===== src/rtl/wb_cmd_master_pkg.sv =====
// Shared types and constants for the Wishbone command master.
// Holds the FSM state encoding, response status codes and bus widths.
package wb_cmd_master_pkg;

  localparam int ADDR_W = 8;
  localparam int DATA_W = 32;
  localparam int SEL_W  = 4;

  typedef enum logic [1:0] {
    ST_IDLE    = 2'd0,
    ST_BUS     = 2'd1,
    ST_BACKOFF = 2'd2,
    ST_RESP    = 2'd3
  } state_t;

  typedef enum logic [1:0] {
    STS_OK      = 2'b00,
    STS_ERR     = 2'b01,
    STS_RTY_EXH = 2'b10,
    STS_TIMEOUT = 2'b11
  } status_t;

endpackage


===== src/rtl/wb_cmd_master.sv =====
// Single-command Wishbone classic master with retry/backoff and a per-attempt wait timeout.
// All bus and response outputs are registered; one command is in flight at a time.
//
// state   | meaning
// --------+------------------------------------------------------------
// IDLE    | cmd_ready high, waiting for a command
// BUS     | cyc/stb asserted, waiting for ack/err/rty or timeout
// BACKOFF | one idle bus cycle after rty before reissuing the same access
// RESP    | response held on rsp_* until rsp_ready
module wb_cmd_master
  import wb_cmd_master_pkg::*;
#(
  parameter int TIMEOUT   = 255,
  parameter int MAX_RETRY = 3
) (
  input  logic              wb_clk,
  input  logic              wb_rst,
  input  logic              cmd_valid,
  output logic              cmd_ready,
  input  logic              cmd_we,
  input  logic [ADDR_W-1:0] cmd_addr,
  input  logic [DATA_W-1:0] cmd_wdata,
  input  logic [SEL_W-1:0]  cmd_sel,
  output logic              rsp_valid,
  input  logic              rsp_ready,
  output logic [DATA_W-1:0] rsp_rdata,
  output logic [1:0]        rsp_status,
  output logic              wb_cycle,
  output logic              wb_strobe,
  output logic              wb_we,
  output logic [ADDR_W-1:0] wb_addr,
  output logic [DATA_W-1:0] wb_wdata,
  output logic [SEL_W-1:0]  wb_sel,
  output logic [2:0]        wb_cti,
  output logic [1:0]        wb_bte,
  input  logic              wb_ack,
  input  logic              wb_err,
  input  logic              wb_rty,
  input  logic [DATA_W-1:0] wb_rdata
);

  localparam logic [7:0] TIMEOUT_CNT = 8'(TIMEOUT);
  localparam logic [2:0] RETRY_MAX   = 3'(MAX_RETRY);

  state_t     state;
  logic [7:0] wait_cnt;
  logic [7:0] wait_nxt;
  logic [2:0] retry_cnt;

  assign wb_cti = 3'b000;
  assign wb_bte = 2'b00;

  always_comb begin
    wait_nxt = wait_cnt + 8'd1;
  end

  always_ff @(posedge wb_clk or posedge wb_rst) begin
    if (wb_rst) begin
      state      <= ST_IDLE;
      cmd_ready  <= 1'b1;
      rsp_valid  <= 1'b0;
      rsp_rdata  <= '0;
      rsp_status <= STS_OK;
      wb_cycle   <= 1'b0;
      wb_strobe  <= 1'b0;
      wb_we      <= 1'b0;
      wb_addr    <= '0;
      wb_wdata   <= '0;
      wb_sel     <= '0;
      wait_cnt   <= '0;
      retry_cnt  <= '0;
    end else begin
      case (state)
        ST_IDLE: begin
          if (cmd_valid) begin
            wb_we     <= cmd_we;
            wb_addr   <= cmd_addr;
            wb_wdata  <= cmd_wdata;
            wb_sel    <= cmd_sel;
            wb_cycle  <= 1'b1;
            wb_strobe <= 1'b1;
            cmd_ready <= 1'b0;
            wait_cnt  <= '0;
            retry_cnt <= '0;
            state     <= ST_BUS;
          end
        end

        // Priority ack > err > rty; any of them beats a same-cycle timeout.
        ST_BUS: begin
          if (wb_ack) begin
            rsp_rdata  <= wb_we ? '0 : wb_rdata;
            rsp_status <= STS_OK;
            rsp_valid  <= 1'b1;
            wb_cycle   <= 1'b0;
            wb_strobe  <= 1'b0;
            state      <= ST_RESP;
          end else if (wb_err) begin
            rsp_rdata  <= '0;
            rsp_status <= STS_ERR;
            rsp_valid  <= 1'b1;
            wb_cycle   <= 1'b0;
            wb_strobe  <= 1'b0;
            state      <= ST_RESP;
          end else if (wb_rty) begin
            wb_cycle  <= 1'b0;
            wb_strobe <= 1'b0;
            if (retry_cnt < RETRY_MAX) begin
              retry_cnt <= retry_cnt + 3'd1;
              state     <= ST_BACKOFF;
            end else begin
              rsp_rdata  <= '0;
              rsp_status <= STS_RTY_EXH;
              rsp_valid  <= 1'b1;
              state      <= ST_RESP;
            end
          end else begin
            wait_cnt <= wait_nxt;
            if (wait_nxt == TIMEOUT_CNT) begin
              rsp_rdata  <= '0;
              rsp_status <= STS_TIMEOUT;
              rsp_valid  <= 1'b1;
              wb_cycle   <= 1'b0;
              wb_strobe  <= 1'b0;
              state      <= ST_RESP;
            end
          end
        end

        ST_BACKOFF: begin
          wb_cycle  <= 1'b1;
          wb_strobe <= 1'b1;
          wait_cnt  <= '0;
          state     <= ST_BUS;
        end

        ST_RESP: begin
          if (rsp_ready) begin
            rsp_valid <= 1'b0;
            cmd_ready <= 1'b1;
            state     <= ST_IDLE;
          end
        end

        default: state <= ST_IDLE;
      endcase
    end
  end

endmodule


===== config.mk =====
export PLATFORM = sky130hd
export DESIGN_NAME = wb_cmd_master
export DESIGN_NICKNAME = d
export VERILOG_FILES = /design/src/rtl/wb_cmd_master_pkg.sv /design/src/rtl/wb_cmd_master.sv
export SDC_FILE = /design/constraint.sdc
export NUM_CORES = 1
export LEC_CHECK = 0
export ABC_AREA = 1
export BUFFER_PORTS_ARGS = -buffer_cell sky130_fd_sc_hd__clkbuf_2
export CAP_MARGIN = 20
export CORE_ASPECT_RATIO = 2
export CORE_MARGIN = 2
export CORE_UTILIZATION = 43
export CTS_BUF_LIST = sky130_fd_sc_hd__clkbuf_4 sky130_fd_sc_hd__clkbuf_8 sky130_fd_sc_hd__clkbuf_16
export CTS_CLUSTER_DIAMETER = 120
export DETAILED_ROUTE_END_ITERATION = 7
export GPL_TIMING_DRIVEN = 1
export PLACE_DENSITY = 0.75
export SETUP_SLACK_MARGIN = 0.5
export SLEW_MARGIN = 20
export SYNTH_ARGS = -nofsm -noshare
export SYNTH_HDL_FRONTEND = slang
export SYNTH_SLANG_ARGS = --single-unit
export TNS_END_PERCENT = 30

===== constraint.sdc =====
create_clock -name wb_clk -period 3 [get_ports wb_clk]
set_clock_uncertainty 0.15 [all_clocks]
set_input_delay 0.3 -clock wb_clk [delete_from_list [all_inputs] [get_ports wb_clk]]
set_output_delay 0.3 -clock wb_clk [all_outputs]
set_load 0.05 [all_outputs]

==> out/qor.txt <==
CP arrival: 2260 ps
Global-route wire length before repair: 15.66 mm
EDFF count, synth: 0
Main synth FF type: dfrtp_1
Fraction of layout cells with a size suffix above 1: 31.60%
Logic pwr share: 52.5%
Number of routed nets with antenna violations: 0
DIE WIDTH: 72.55 um
Worst Path Max Fanout: 31
Period utilization: 71.09%
Drt drc: 0
Synth Register Bits: 95
Final Instance Area: 5199 um^2
Min-Delay Endpoint: wb_wdata[2]
Count of mapped cells out of synthesis: 470
R2R Path Start: state[1]
Worst-case reg-to-reg path depth: 9
Required time of the critical path: 3130 ps
CORE AREA: 9259 um^2
Largest area contributor in the synthesized netlist: dfrtp_1
Sequential fraction of the synthesis area: 58.85%
Final setup violation count: 0
Vias in the first global route: 3457
R2r setup slk: 870 ps
Slew HR: 58.36%
Switch Pwr: 3.798 mW
Async S/R FF share, synth: 100.0%
Post-route setup slack: 867.3 ps
Clock latency on the worst-skew pair: 340 ps
Mapped Area: 4041 um^2
Vias per std cell: 4.828
Most common cell after layout, fill and taps aside: nand2_1
GRT overflow: 0
Final GP Congestion: 0.8409
Initial drt markers: 198
CTS max path bufs: 2
Initial Utilization: 43.65%
P per Cell Area: 1363 nW/um^2
Cell repeated most along the worst path: nand2_1
Worst-path cell with the longest stage delay: dfrtp_1
RSZ-0062 raised after global routing: no
Nets: 719
IO Pins: 172
WL/cell: 13.10 um
Commonest cells after routing, fill and taps aside: nand2_1, clkbuf_2, dfrtp_1
Switching Share: 53.59%
Initial antenna violation count: 0
Total CTS buffers: 9
Mean Syn Cell Area: 8.599 um^2
Hold crit path type: input port to register
P&R area growth vs syn: 28.64%
Total Neg Setup Slack: 0 ps
Final WL: 9.691 mm
Antenna diodes: 0
CP max stage delay: 430 ps
Root buf cell: clkbuf_16
Top cells by area, synth: dfrtp_1, nand2_1, o21ai_0
R2r endpoint: wb_addr[4]
Internal Power: 3.288 mW
CTS Sinks: 95
Die ar.: 10240 um^2
DP Area: 4877 um^2
Worst Path Class, Setup: register to register
Crit end category: register
Fin. Hold Viols: 0
H-tree depth: 3
Synth Warn #: 0
DR pass1 iterations: 6
Maximum number of pins on one net before global-route repair: 70
DIE HEIGHT: 141.1 um
Max Clock Freq: 468.9 MHz
Max-cap violations: 0
Post-place setup slack: 791.8 ps
WHS Path Cells: 3
# port buffers: 166
Post-synth top area share: 58.20%
Row count: 50
Synth unique cells: 27
Reg clk slew, reported paths: 70 ps
CP Launch Type: register
Startpoint of the worst hold path: cmd_wdata[2]
Max-slew violation count: 0
CTS tree: yes
Via count: 3573
Post-CTS setup buffer count: 0
Worst vdd ir: 0.0005947 V
Pleak: 2.885 nW
Tmin final: 2133 ps
Clock network power share: 16.3%
Cell chain of the critical path: inv_1 > nand2_1 > o21ai_1 > nor2_1 > nand2_1 > nor2_4 > buf_4 > nand2_1 > nand2_1
GRT Overall Usage: 19.47%
Hpwl dp: 7.293 mm
Status: complete, no violations
Power share of the sequential group: 31.2%
Worst-Margin Slew: 624.5 ps
-- flip-flops by register name, indices dropped and copies added (netlist names) --
| register | flops |
|---|---|
| wait_cnt | 8 |
| cmd_ready | 1 |
| rsp_valid | 1 |
| rsp_status | 2 |
| wb_sel | 4 |
| wb_addr | 8 |
| wb_wdata | 32 |
| wb_we | 1 |
| wb_strobe | 1 |
| retry_cnt | 3 |
| state | 2 |
| rsp_rdata | 32 |
-- through the flow --
step | std cells | hold WS (ps) | power, mW | util [%]
final | 740 | 6.819 | 7.086 | 56.15
after detailed placement | 724 | 33.74 | 5.968 | 52.68
after floorplan | 474 | 264.3 | 5.159 | -
after global routing | 740 | 11.48 | 7.521 | 56.15
after global placement | 724 | 30.89 | 5.864 | 52.68
after CTS | 740 | 2.193 | 7.144 | 56.05
-- kinds of logic (layout without fill, tap and decap cells) --
logic type	Yosys count	after routing	synth area share, %
AND/OR/NAND/NOR	272	272	26.38
flip-flops	95	95	58.85
AO/OA/AOI/OAI	52	52	7.182
buffers and inverters	47	209	6.563
adder cells (fa/ha/maj)	3	3	0.9289
other	1	5	0.09279
-- how the worst max path moves through the flow --
stage	slack [ps]	end	depth (start not counted)	from
global placement	910	rsp_rdata[19]	11	wait_cnt[1]
global route	620	wb_addr[4]	9	state[1]
CTS	760	rsp_rdata[15]	10	wait_cnt[1]
detailed placement	790	rsp_rdata[15]	10	wait_cnt[1]
floorplan	1130	rsp_rdata[20]	13	wait_cnt[1]
finish	870	wb_addr[4]	9	state[1]
-- final cells by class --
| cell class | instances | area [um^2] |
|---|---|---|
| Tap cell | 104 | 130.1 |
| Fill cell | 851 | 4060 |
| Multi-Input combinational cell | 332 | 1424 |
| Inverter | 23 | 92.59 |
| Timing Repair Buffer | 171 | 870.8 |
| Clock inverter | 5 | 63.81 |
| Sequential cell | 95 | 2379 |
| Clock buffer | 10 | 239.0 |
-- metal layers --
| layer | GRT usage (%) | up-vias | wire length, um |
|---|---|---|---|
| li1 | - | 1772 | - |
| met1 | 21.21 | 1644 | 3583 |
| met2 | 34.26 | 126 | 5276 |
| met3 | 4.861 | 31 | 522 |
| met4 | 9.259 | 0 | 309 |
| met5 | 0 | - | 0 |
-- worst max-delay path, delay by kind of cell, from the launching register on --
family | cells | cell delay, ps
flip-flops | 1 | 430
buffers and inverters | 2 | 470
AND/OR/NAND/NOR | 6 | 910
AO/OA/AOI/OAI | 1 | 100
-- synthesized netlist by cell type, types with 2 or more instances --
cell and count:
nor2_1 16, o21ai_1 13, nand2_1 240, o21ai_0 28
buf_4 10, ha_1 3, buf_2 2, o21ai_2 5
dfrtp_1 94, o22ai_1 4, clkbuf_1 5, buf_6 6
nand4_1 3, inv_1 20, nand3_1 8, inv_2 2
-- power groups by stage --
stage | Sequential, mW | Combinational, mW | Clock (mW)
after global placement | 2.20 | 3.67 | 0
after detailed placement | 2.22 | 3.74 | 0
after global routing | 2.27 | 4.02 | 1.23
after floorplan | 3.94 | 1.22 | 0
after CTS | 2.22 | 3.74 | 1.19
final | 2.21 | 3.72 | 1.16
-- what timing repair did --
action                                 4_1_cts  5_1_grt
resized for setup                            0        1
hold buffers                                 1        0
setup endpoints to repair                    0        1
endpoints found under the hold margin        3        0
Power figures use the tool's default switching activity.
